`src/rtl/bp_dma_concentrator_pkg.sv`:
```
`default_nettype none
// ============================================================================
// Module      : bp_dma_concentrator_pkg
// Description : Shared types and helpers for the DMA concentrator. Provides
//               the link packet layout, the default channel-ID width and an
//               index-width helper used for channel IDs, FIFO pointers and
//               beat counters.
// Revision    : 1.0 - initial release
// ============================================================================
package bp_dma_concentrator_pkg;

    localparam int BP_DMA_ADDR_WIDTH = 28;
    localparam int BP_DMA_NUM_CH     = 4;

    // Width needed to index n items; never narrower than one bit.
    function automatic int bp_dma_idx_width(input int n);
        return (n > 1) ? $clog2(n) : 1;
    endfunction

    localparam int BP_DMA_CH_ID_WIDTH = bp_dma_idx_width(BP_DMA_NUM_CH);

    // Packet layout: the MSB selects write (1) or read (0).
    typedef struct packed {
        logic                         write_not_read;
        logic [BP_DMA_ADDR_WIDTH-1:0] addr;
    } bp_dma_pkt_s;

endpackage
`default_nettype wire

```
`src/rtl/bp_dma_order_tracker.sv`:
```
`default_nettype none
// ============================================================================
// Module      : bp_dma_order_tracker
// Description : FIFO of channel IDs plus a beat counter. The head entry names
//               the channel owning the current data burst; the entry pops on
//               the last beat of that burst.
// Ports       : push_v_i/push_id_i - enqueue a channel ID (ignored when full)
//               full_o             - no room for another ID
//               head_id_o/head_v_o - registered head entry and non-empty flag
//               beat_v_i           - one data beat of the head burst completed
//               pop_o              - this beat is the last of the burst
// Revision    : 1.0 - initial release
// ============================================================================
module bp_dma_order_tracker
    import bp_dma_concentrator_pkg::*;
#(
    parameter int els_p       = 8,
    parameter int id_width_p  = 2,
    parameter int burst_len_p = 4
) (
    input  logic                  clk_i,
    input  logic                  reset_n_i,
    input  logic                  push_v_i,
    input  logic [id_width_p-1:0] push_id_i,
    output logic                  full_o,
    output logic [id_width_p-1:0] head_id_o,
    output logic                  head_v_o,
    input  logic                  beat_v_i,
    output logic                  pop_o
);

    localparam int PTR_W = bp_dma_idx_width(els_p);
    localparam int CNT_W = bp_dma_idx_width(burst_len_p);
    localparam int OCC_W = $clog2(els_p + 1);
    localparam logic [PTR_W-1:0] LAST_PTR  = PTR_W'(els_p - 1);
    localparam logic [CNT_W-1:0] LAST_BEAT = CNT_W'(burst_len_p - 1);

    logic [id_width_p-1:0] mem_q [els_p];
    logic [PTR_W-1:0]      rd_ptr_q, rd_ptr_d, wr_ptr_q, wr_ptr_d;
    logic [OCC_W-1:0]      occ_q, occ_d;
    logic [CNT_W-1:0]      beat_q, beat_d;
    logic                  push, beat, pop;

    assign full_o    = (occ_q == OCC_W'(els_p));
    assign head_v_o  = (occ_q != '0);
    assign head_id_o = mem_q[rd_ptr_q];

    // Full blocks a push even when the head pops in the same cycle.
    assign push  = push_v_i & ~full_o;
    assign beat  = beat_v_i & head_v_o;
    assign pop   = beat & (beat_q == LAST_BEAT);
    assign pop_o = pop;

    always_comb begin
        rd_ptr_d = rd_ptr_q;
        wr_ptr_d = wr_ptr_q;
        occ_d    = occ_q;
        beat_d   = beat_q;
        if (push) begin
            wr_ptr_d = (wr_ptr_q == LAST_PTR) ? '0 : wr_ptr_q + PTR_W'(1);
        end
        if (pop) begin
            rd_ptr_d = (rd_ptr_q == LAST_PTR) ? '0 : rd_ptr_q + PTR_W'(1);
        end
        if (push && !pop) begin
            occ_d = occ_q + OCC_W'(1);
        end else if (!push && pop) begin
            occ_d = occ_q - OCC_W'(1);
        end
        if (beat) begin
            beat_d = pop ? '0 : beat_q + CNT_W'(1);
        end
    end

    always_ff @(posedge clk_i) begin
        if (!reset_n_i) begin
            rd_ptr_q <= '0;
            wr_ptr_q <= '0;
            occ_q    <= '0;
            beat_q   <= '0;
        end else begin
            rd_ptr_q <= rd_ptr_d;
            wr_ptr_q <= wr_ptr_d;
            occ_q    <= occ_d;
            beat_q   <= beat_d;
        end
    end

    // ID storage needs no reset: entries are only read while occupancy > 0.
    always_ff @(posedge clk_i) begin
        if (push) begin
            mem_q[wr_ptr_q] <= push_id_i;
        end
    end

endmodule
`default_nettype wire

```
`src/rtl/bp_dma_concentrator.sv`:
```
`default_nettype none
// ============================================================================
// Module      : bp_dma_concentrator
// Description : Merges num_dma_p DMA channels onto one in-order off-chip DMA
//               link. Packets are round-robin arbitrated; ID FIFOs record the
//               grant order so returning read data and outgoing write data
//               are steered to/from the right channel.
// Ports       : ch_pkt_*   - per-channel packet request/accept
//               ch_wdata_* - per-channel write data toward the link
//               ch_rdata_* - per-channel read data from the link
//               pkt_*, wdata_*, rdata_* - single off-chip link
//               err_o      - sticky: read data seen with no read outstanding
// Revision    : 1.0 - initial release
// ============================================================================
module bp_dma_concentrator
    import bp_dma_concentrator_pkg::*;
#(
    parameter int num_dma_p    = 4,
    parameter int addr_width_p = 28,
    parameter int data_width_p = 64,
    parameter int burst_len_p  = 4,
    parameter int rd_els_p     = 8,
    parameter int wr_els_p     = 4,
    parameter int pkt_width_p  = 1 + addr_width_p
) (
    input  logic                              clk_i,
    input  logic                              reset_n_i,
    input  logic [num_dma_p*pkt_width_p-1:0]  ch_pkt_i,
    input  logic [num_dma_p-1:0]              ch_pkt_v_i,
    output logic [num_dma_p-1:0]              ch_pkt_ready_and_o,
    input  logic [num_dma_p*data_width_p-1:0] ch_wdata_i,
    input  logic [num_dma_p-1:0]              ch_wdata_v_i,
    output logic [num_dma_p-1:0]              ch_wdata_ready_and_o,
    output logic [num_dma_p*data_width_p-1:0] ch_rdata_o,
    output logic [num_dma_p-1:0]              ch_rdata_v_o,
    input  logic [num_dma_p-1:0]              ch_rdata_ready_and_i,
    output logic [pkt_width_p-1:0]            pkt_o,
    output logic                              pkt_v_o,
    input  logic                              pkt_ready_and_i,
    output logic [data_width_p-1:0]           wdata_o,
    output logic                              wdata_v_o,
    input  logic                              wdata_ready_and_i,
    input  logic [data_width_p-1:0]           rdata_i,
    input  logic                              rdata_v_i,
    output logic                              rdata_ready_and_o,
    output logic                              err_o
);

    localparam int ID_W = bp_dma_idx_width(num_dma_p);
    localparam logic [ID_W-1:0] LAST_CH = ID_W'(num_dma_p - 1);

    logic [pkt_width_p-1:0]  pkt_arr   [num_dma_p];
    logic [data_width_p-1:0] wdata_arr [num_dma_p];
    logic [num_dma_p-1:0]    elig;
    logic [ID_W-1:0]         rr_q, rr_d, win_id;
    logic                    win_v, win_wnr, pkt_hs;
    logic                    rd_full, rd_head_v, rd_pop, rd_beat;
    logic                    wr_full, wr_head_v, wr_pop, wr_beat;
    logic [ID_W-1:0]         rd_head, wr_head;
    logic                    err_q, err_d;
    logic                    unused_pop;

    // A channel competes only if the FIFO its packet would enter has room.
    for (genvar i = 0; i < num_dma_p; i++) begin : g_ch
        assign pkt_arr[i]   = ch_pkt_i[i*pkt_width_p +: pkt_width_p];
        assign wdata_arr[i] = ch_wdata_i[i*data_width_p +: data_width_p];
        assign elig[i]      = ch_pkt_v_i[i] &
                              (pkt_arr[i][pkt_width_p-1] ? ~wr_full : ~rd_full);
    end

    // Round-robin: first eligible channel at or after the pointer.
    always_comb begin
        int              idx;
        logic [ID_W-1:0] cand;
        win_v  = 1'b0;
        win_id = rr_q;
        idx    = 0;
        cand   = '0;
        for (int k = 0; k < num_dma_p; k++) begin
            idx  = (int'(rr_q) + k) % num_dma_p;
            cand = ID_W'(idx);
            if (!win_v && elig[cand]) begin
                win_v  = 1'b1;
                win_id = cand;
            end
        end
    end

    assign win_wnr            = pkt_arr[win_id][pkt_width_p-1];
    assign pkt_o              = pkt_arr[win_id];
    assign pkt_v_o            = reset_n_i & win_v;
    assign pkt_hs             = pkt_v_o & pkt_ready_and_i;
    assign ch_pkt_ready_and_o = pkt_hs ? (num_dma_p'(1) << win_id) : '0;

    always_comb begin
        rr_d  = rr_q;
        if (pkt_hs) begin
            rr_d = (win_id == LAST_CH) ? '0 : win_id + ID_W'(1);
        end
        err_d = err_q | (rdata_v_i & ~rd_head_v);
    end

    always_ff @(posedge clk_i) begin
        if (!reset_n_i) begin
            rr_q  <= '0;
            err_q <= 1'b0;
        end else begin
            rr_q  <= rr_d;
            err_q <= err_d;
        end
    end

    assign err_o = err_q;

    bp_dma_order_tracker #(
        .els_p       (rd_els_p),
        .id_width_p  (ID_W),
        .burst_len_p (burst_len_p)
    ) u_rd_order (
        .clk_i     (clk_i),
        .reset_n_i (reset_n_i),
        .push_v_i  (pkt_hs & ~win_wnr),
        .push_id_i (win_id),
        .full_o    (rd_full),
        .head_id_o (rd_head),
        .head_v_o  (rd_head_v),
        .beat_v_i  (rd_beat),
        .pop_o     (rd_pop)
    );

    bp_dma_order_tracker #(
        .els_p       (wr_els_p),
        .id_width_p  (ID_W),
        .burst_len_p (burst_len_p)
    ) u_wr_order (
        .clk_i     (clk_i),
        .reset_n_i (reset_n_i),
        .push_v_i  (pkt_hs & win_wnr),
        .push_id_i (win_id),
        .full_o    (wr_full),
        .head_id_o (wr_head),
        .head_v_o  (wr_head_v),
        .beat_v_i  (wr_beat),
        .pop_o     (wr_pop)
    );

    // Burst completion is tracked internally; the pop strobes are informational.
    assign unused_pop = rd_pop | wr_pop;

    // Write path: only the channel at the head of the write order is connected.
    assign wdata_o              = wr_head_v ? wdata_arr[wr_head] : '0;
    assign wdata_v_o            = reset_n_i & wr_head_v & ch_wdata_v_i[wr_head];
    assign ch_wdata_ready_and_o = (reset_n_i & wr_head_v & wdata_ready_and_i)
                                  ? (num_dma_p'(1) << wr_head) : '0;
    assign wr_beat              = wdata_v_o & wdata_ready_and_i;

    // Read path: data is broadcast, valid/ready steered by the read order head.
    // With nothing outstanding the link is stalled rather than dropped.
    assign ch_rdata_o        = {num_dma_p{rdata_i}};
    assign ch_rdata_v_o      = (reset_n_i & rd_head_v & rdata_v_i)
                               ? (num_dma_p'(1) << rd_head) : '0;
    assign rdata_ready_and_o = reset_n_i & rd_head_v & ch_rdata_ready_and_i[rd_head];
    assign rd_beat           = rdata_v_i & rdata_ready_and_o;

endmodule
`default_nettype wire
```
`config.mk`:
```
export PLATFORM = sky130hd
export DESIGN_NAME = bp_dma_concentrator
export DESIGN_NICKNAME = d
export VERILOG_FILES = /design/src/rtl/bp_dma_concentrator_pkg.sv /design/src/rtl/bp_dma_order_tracker.sv /design/src/rtl/bp_dma_concentrator.sv
export SDC_FILE = /design/constraint.sdc
export NUM_CORES = 1
export LEC_CHECK = 0
export CORE_AREA = 4 4 313 315
export CTS_CLUSTER_SIZE = 16
export DETAILED_ROUTE_END_ITERATION = 10
export DIE_AREA = 0 0 317 319
export GPL_TIMING_DRIVEN = 0
export PLACE_DENSITY = 0.4
export SYNTH_ARGS = -nofsm -noshare
export SYNTH_HDL_FRONTEND = slang
export SYNTH_SLANG_ARGS = --single-unit
```
`constraint.sdc`:
```
create_clock -name clk_i -period 3.47 [get_ports clk_i]
set_input_delay 0.5205 -clock clk_i [delete_from_list [all_inputs] [get_ports clk_i]]
set_output_delay 0.5205 -clock clk_i [all_outputs]
set_load 0.02 [all_outputs]
```
; ---- Word-level counts from Yosys, hierarchy flattened
; Memories as Yosys holds them, arrays and structs flattened. A register that Yosys moved wholly into a read port is not among the register bits.
; Index checks and enable logic that the tools add are counted.
[word_totals]
register_bits = 24
ramBits = 24
wordCells = 146
memories = 2
[op_classes]
n_addsub = 14
n_lt_le_gt_ge = 8
eq_ne = 9
n_shift = 3
n_mux = 52
bitwise_logic = 30
reduce_logical = 18
[mem_list]
columns = name, depth, width, read_ports, rd_clocked_by_memory_dff, write_ports, line
row1 = u_rd_order.mem_q, 8, 2, 1, 1, 1, bp_dma_order_tracker.sv:38  ; logic [id_width_p-1:0] mem_q [els_p];
row2 = u_wr_order.mem_q, 4, 2, 1, 1, 1, bp_dma_order_tracker.sv:38
[ops]
columns = operator, n
row1 = 64-bit two-way mux, 3
row2 = 64-bit binary-select mux with 2-bit select, 1
row3 = 29-bit binary-select mux with 2-bit select, 1
row4 = 29-bit two-way mux, 2
row5 = 1-bit AND, 23
row6 = 2-bit two-way mux, 10
row7 = 4-bit two-way mux, 5
row8 = 2-bit by 3-bit < comparator with 1-bit output (second input constant), 6
row9 = 1-bit two-way mux, 18
row10 = 3-bit two-way mux, 6
row11 = 2-bit by 1-bit adder with 2-bit output (second input constant), 6
row12 = 1-bit binary-select mux with 2-bit select, 6
row13 = 1-bit by 2-bit left shift with 4-bit output (first input constant), 3
row14 = 2-bit == test (second input constant), 5
row15 = 3-bit by 1-bit adder with 3-bit output (second input constant), 3
row16 = 3-bit == test (second input constant), 3
row17 = 1-bit logical AND, 7
row18 = 1-bit logical NOT, 7
row19 = 3-bit greater-or-equal comparator (second input constant), 2
row20 = 2-bit NOT with 3-bit output, 2
row21 = 2-bit adder (second input constant), 2
row22 = 4-bit by 1-bit adder with 4-bit output (second input constant), 1
row23 = 4-bit == test (second input constant), 1
row24 = 1-bit NOT, 4
row25 = other kinds (6), 7

; ---- Depth between registers and ports, before layout
[depth]
depth_word = 27
depth_mapped = 17

; ---- Cells and area by module
; A second synthesis with hierarchy kept.
[unflattened]
cells_unflattened = 756
hier_area_um2 = 7578.5
[modules_own_cells]
columns = module, n_inst, cells_each, area_per_inst_um2
row1 = bp_dma_concentrator, 1, 572, 5306.3
row2 = bp_dma_order_tracker at u_rd_order, 1, 111, 1401.3
row3 = bp_dma_order_tracker at u_wr_order, 1, 73, 870.8

; ---- Worst setup path before layout
; No wires, ideal clock.
[synth_timing]
kind = reg-to-reg
start = reg u_rd_order.occ_q[0]
end = reg u_rd_order.occ_q[3]
setup_time_ns = 0.070
arrival_time_ns = 3.610
required_time_ns = 3.400
path_slack_ns = -0.209
stages_incl_launch_ff = 18
n_path_buf = 1
synth_period_minus_slack_ns = 3.679
path_cell_list = dfxtp_1 > or4b_1 > buf_2 > o211a_1 > a311oi_2 > a21oi_4 > mux2i_1 > mux2_4 > nand2_4 > inv_2 > ha_1 > inv_1 > ha_1 > a21o_1 > a21oi_1 > xnor2_1 > or3_1 > a21oi_1
[synth_between]
elab_chain_len = 26
[synth_rtl]
columns = element, line
row1 = from (decl), bp_dma_order_tracker.sv:40  ; logic [OCC_W-1:0] occ_q, occ_d;
row2 = from (signal assigned), bp_dma_order_tracker.sv:79  ; occ_q <= '0;
row3 = from (signal assigned), bp_dma_order_tracker.sv:84  ; occ_q <= occ_d;
row4 = 4-bit == test (*), bp_dma_order_tracker.sv:44  ; assign full_o = (occ_q == OCC_W'(els_p));
row5 = 1-bit NOT (*), "bp_dma_order_tracker.sv:49, bp_dma_concentrator.sv:68"
row6 = 1-bit two-way mux, bp_dma_concentrator.sv:68  ; (pkt_arr[i][pkt_width_p-1] ? ~wr_full : ~rd_full);
row7 = 1-bit AND, bp_dma_concentrator.sv:67  ; assign elig[i] = ch_pkt_v_i[i] &
row8 = 1-bit binary-select mux with 2-bit select, bp_dma_concentrator.sv:82  ; if (!win_v && elig[cand]) begin
row9 = 1-bit two-way mux (implied by the code), bp_dma_concentrator.sv:82
row10 = 1-bit two-way mux, bp_dma_concentrator.sv:82
row11 = 1-bit logical NOT, bp_dma_concentrator.sv:82
row12 = (+10 left out), n/a
row13 = 29-bit two-way mux (implied by the code) (2 in a row), bp_dma_concentrator.sv:89  ; assign win_wnr = pkt_arr[win_id][pkt_width_p-1];
row14 = 1-bit NOT, bp_dma_concentrator.sv:122  ; .push_v_i (pkt_hs & ~win_wnr),
row15 = 1-bit AND, bp_dma_concentrator.sv:122
row16 = 1-bit AND (*), bp_dma_order_tracker.sv:49  ; assign push = push_v_i & ~full_o;
row17 = net u_rd_order.push, bp_dma_order_tracker.sv:42  ; logic push, beat, pop;
row18 = 1-bit logical NOT, bp_dma_order_tracker.sv:67  ; end else if (!push && pop) begin
row19 = 1-bit logical AND, bp_dma_order_tracker.sv:67
row20 = 2-bit nonzero test (no source line), n/a
; Mark *: on every way through the listed nets, which the timed path passes. The rest lies on a longest branch. The select of a mux whose other input is x is not followed.
; A chain may end at the register's enable or synchronous reset.

; ---- Worst setup path after layout
[layout_timing]
start = reg u_rd_order.occ_q[2]
end = reg u_wr_order.occ_q[2]
[layout_between]
elab_chain_len = 25
[layout_rtl]
columns = element, line
row1 = 4-bit == test (*), bp_dma_order_tracker.sv:44
row2 = 1-bit NOT (*), bp_dma_concentrator.sv:68
row3 = 1-bit two-way mux, bp_dma_concentrator.sv:68
row4 = 1-bit AND, bp_dma_concentrator.sv:67
row5 = 1-bit binary-select mux with 2-bit select, bp_dma_concentrator.sv:82
row6 = 1-bit two-way mux (implied by the code), bp_dma_concentrator.sv:82
row7 = 1-bit two-way mux, bp_dma_concentrator.sv:82
row8 = 1-bit logical NOT, bp_dma_concentrator.sv:82
row9 = (+9 left out), n/a
row10 = 29-bit binary-select mux with 2-bit select, bp_dma_concentrator.sv:89
row11 = 29-bit two-way mux (implied by the code) (2 in a row), bp_dma_concentrator.sv:89
row12 = 1-bit AND (*), bp_dma_concentrator.sv:138  ; .push_v_i (pkt_hs & win_wnr),
row13 = 1-bit AND (*), bp_dma_order_tracker.sv:49
row14 = net u_wr_order.push, bp_dma_order_tracker.sv:42
row15 = 1-bit logical NOT, bp_dma_order_tracker.sv:67
row16 = 1-bit logical AND, bp_dma_order_tracker.sv:67
row17 = 2-bit nonzero test (no source line), n/a
row18 = to (signal assigned), bp_dma_order_tracker.sv:79
row19 = to (signal assigned), bp_dma_order_tracker.sv:84
row20 = to (decl), bp_dma_order_tracker.sv:40
; Marked as above.

==> impl_metrics.csv <==
group,metric,value,unit
pwr,p_comb_share,79.7,%
detailed_routing,dr.pass1.iters,4,
detailed_routing,avgViaCountPerCell,3.213,
setup_path,crit_buf_inv,3,
timing,setup-tns-final,-1.304,ns
synth,yosysWarnings,0,
grt,antenna_found_initial,28,
final_layout,final_cell_mix,"clkdlybuf4s50_1, buf_4, nand2_1, mux4_2, and2_1",
final_layout,final_common_cell,"clkdlybuf4s50_1",
detailed_routing,num_vias,9423,
detailed_routing,drc,0,
setup_path,critical-path-max-stage-delay,0.58,ns
grt,grt_usage,10.81,%
timing,finalCritPeriodShare,105.9,%
setup_path,cpMostUsedCell,"buf_4",
min_path,hold_path_startpoint,"err_o",
run,drv_cap,0,
setup_path,crit_path_end_kind,"register",
detailed_routing,finalWirelength,60300,µm
floorplanning,dieWidth,317,µm
setup_path,arrival,3.90,ns
synth,synthCells,837,
clock_tree,cts_buffers,5,
synth,synthFlopType,"dfxtp_1",
setup_path,start_kind,"register",
floorplanning,core_area,94870,µm²
floorplanning,ios,818,
grt,grt_pass1_wl,77300,µm
synth,synth_edf_count,24,
min_path,min_path_type,"reg -> reg",
place,dp_hpwl,51920,µm
final_layout,fin_cells,2933,
min_path,hold-path-endpoint,"err_o",
detailed_routing,antenna_left,0,
floorplanning,die_h,319,µm
setup_path,cpLargestDelayFamily,"simple AND/OR/NAND/NOR gates",
timing,finalHoldViolCount,0,
clock_tree,cts_root_buf,"clkbuf_16",
grt,grt_max_degree,24,
final_layout,final_util,19.45,%
synth,syn_area,7520,µm²
detailed_routing,drtIter0Drc,296,
place,post-place-ws,-1.449,ns
setup_path,worst-setup-path-type,"reg -> reg",
clock_tree,tritoncts,"yes",
synth,synth.distinct_cells,54,
pwr,p_int,3.533,mW
timing,setup_ws,-0.2041,ns
clock_tree,clockBufferDepth,2,
pwr,power,6.182,mW
pwr,powerDensity,335.1,nW/µm²
pwr,seqPwrFrac,12.4,%
grt,grt_overflow,0,
synth,synth-seq-cells,53,
pwr,clock_power_share,8.0,%
clock_tree,htreeDepth,2,
pwr,p_leak,7.487,nW
timing,max_slew_margin,62.96,%
status,violations,"setup timing",
synth,synth_async_sr_flop_share,0,%
clock_tree,cts.clk_slew.worst_paths,0.07,ns
timing,fmaxAchievable,0.2722,GHz
synth,seq_area_frac_synth,17.30,%
timing,finalSetupViolCount,18,
place,port_buffers,753,
pwr,irDropWorstVdd,0.2513,mV
final_layout,nets,2133,
timing,finalCriticalPeriod,3.674,ns
pwr,power_switching_share,42.86,%
place,globalplace.congestion,0.8921,
final_layout,area_growth,145.4,%
floorplanning,die_area,101100,µm²
setup_path,r2r-start,"u_rd_order.occ_q[2]",
final_layout,layout-drive-gt1-share,35.24,%
setup_path,r2r_end,"u_wr_order.occ_q[2]",
grt,grt_pass1_vias,9772,
min_path,worstHoldPathCells,2,
setup_path,rrSetupSlack,-0.20,ns
setup_path,reg2reg_depth,15,
timing,worst_clock_skew,0.006300,ns
place,placed_cells,2855,
clock_tree,clkSinkCount,53,
synth,syn-num-nets,1311,
timing,slew_viol_final,0,
setup_path,cp_cell_sequence,"buf_4 -> or4b_4 -> o211ai_4 -> a311oi_2 -> a21oi_4 -> mux2i_1 -> mux2_4 -> buf_4 -> nor2_4 -> ha_4 -> inv_2 -> fa_2 -> xor2_1 -> or3_1 -> a21oi_2",
detailed_routing,wire_per_inst,20.56,µm
floorplanning,placementRows,113,
status,status,"finished, violations left",
floorplanning,initial_core_util,7.926,%
setup_path,cp_slowest_cell,"or4b_4",
setup_path,crit_required,3.70,ns
clock_tree,worstSkewPairLatency,0.29,ns
timing,worst_pin_slew,0.5557,ns
setup_path,crit_fanout,4,
timing,rsz0062_at_grt,"true",
synth,synth.avg_cell_area,8.984,µm²
pwr,p_sw,2.650,mW
==> tightest hold or removal path: stages (launching register included) <==
cell and delay, ns:
dfxtp_1 0.33, nor2_1 0.05, nor2_1 0.06
==> per-stage QoR <==
step           hold WS, ns  area (µm²)
6_report            0.4759       18450
5_1_grt             0.5209       18440
4_1_cts             0.4802       17620
3_5_place_dp        0.4632       16670
3_3_place_gp        0.4554       16670
2_1_floorplan       0.4493        7551
==> state kept, by name, indices dropped and copies added, names as in the netlist, named ones only <==
| signal | flops |
|---|---|
| u_wr_order.beat_q | 2 |
| err_o | 1 |
| u_rd_order.mem_q | 16 |
| u_rd_order.rd_ptr_q | 3 |
| u_wr_order.rd_ptr_q | 2 |
| u_wr_order.occ_q | 3 |
| u_rd_order.beat_q | 2 |
| u_rd_order.occ_q | 4 |
| u_wr_order.wr_ptr_q | 2 |
| rr_q | 2 |
| u_wr_order.mem_q | 8 |
| u_rd_order.wr_ptr_q | 3 |
==> synth_stat cells (2+ instances only) <==
master	n	area (µm²)
and3_1	36	225.2
a31oi_1	29	181.4
nand2b_1	2	12.51
and2_1	69	431.7
or3_1	5	31.28
edfxtp_1	24	720.7
nand3_1	7	35.03
ha_1	19	237.7
mux4_2	71	1599
buf_1	6	22.52
xnor2_1	2	17.52
mux2i_1	12	120.1
dfxtp_1	29	580.6
inv_2	4	15.01
o211ai_1	2	15.01
nor4b_2	2	30.03
nand4b_1	2	17.52
o31ai_1	2	15.01
o21ai_1	6	30.03
clkbuf_1	25	93.84
fa_1	2	40.04
buf_4	259	1944
nor2_1	26	97.59
or4bb_1	4	45.04
o221ai_2	2	30.03
o211ai_2	2	25.02
o21ai_0	2	10.01
inv_1	11	41.29
nand2_1	126	473.0
o211a_1	3	30.03
a21oi_1	8	40.04
nor3b_1	2	15.01
xor2_1	3	26.28
buf_2	11	55.05
nor3_1	3	15.01
==> how the worst max path moves through the flow <==
stage               depth (start not counted)  slack [ns]                     to                start
detailed placement                          9       -1.45  ch_pkt_ready_and_o[3]         ch_pkt_i[28]
global route                               17       -0.32    u_rd_order.occ_q[3]  u_rd_order.occ_q[2]
CTS                                        17       -0.27    u_rd_order.occ_q[3]  u_rd_order.occ_q[1]
floorplan                                  17       -0.04    u_rd_order.occ_q[3]  u_rd_order.occ_q[1]
finish                                     15       -0.20    u_wr_order.occ_q[2]  u_rd_order.occ_q[2]
global placement                            9       -1.43  ch_pkt_ready_and_o[3]         ch_pkt_i[28]
==> logic make-up (layout without fill, tap and decap cells) <==
group | Yosys count | after routing | share of synthesized area, %
XOR/XNOR | 5 | 5 | 0.5825
other | 0 | 8 | 0
adder cells (fa/ha/maj) | 21 | 21 | 3.694
AO/OA/AOI/OAI | 66 | 66 | 6.556
AND/OR/NAND/NOR | 292 | 293 | 19.92
buffers and inverters | 316 | 1138 | 28.89
flip-flops | 53 | 53 | 17.30
multiplexers | 84 | 84 | 23.06
==> layer usage <==
metal | wire (µm) | vias up | track usage (%)
li1 | - | 4331 | -
met1 | 19900 | 4496 | 10.62
met2 | 34450 | 522 | 22.75
met3 | 4638 | 68 | 2.318
met4 | 1272 | 6 | 1.876
met5 | 46 | - | 0
==> power by group through the flow <==
stage	combinational (mW)	sequential, mW	clock (mW)
final	4.93	0.765	0.492
after global routing	5.21	0.772	0.529
after CTS	4.48	0.764	0.508
after detailed placement	4.01	0.773	0
after global placement	4.02	0.769	0
after floorplan	1.92	0.762	0
==> repair_timing <==
| item | 4_1_cts | 5_1_grt |
|---|---|---|
| hold endpoints to repair | 0 | 0 |
| pin swaps | 32 | 50 |
| setup endpoints to repair | 110 | 47 |
| buffers inserted | 36 | 20 |
| hold buffers | 0 | 0 |
| cloned | 7 | 4 |
| gates resized for setup | 391 | 147 |
==> layout make-up <==
| type | instances | area [µm²] |
|---|---|---|
| Fill cell | 10520 | 76420 |
| Timing Repair Buffer | 817 | 8244 |
| Multi-Input combinational cell | 469 | 4721 |
| Buffer | 298 | 2347 |
| Tap cell | 1265 | 1583 |
| Sequential cell | 53 | 1316 |
| Clock buffer | 5 | 125.1 |
| Inverter | 15 | 77.57 |
| Antenna cell | 8 | 20.02 |
| Clock inverter | 3 | 17.52 |
Power figures use the tool's default switching activity.
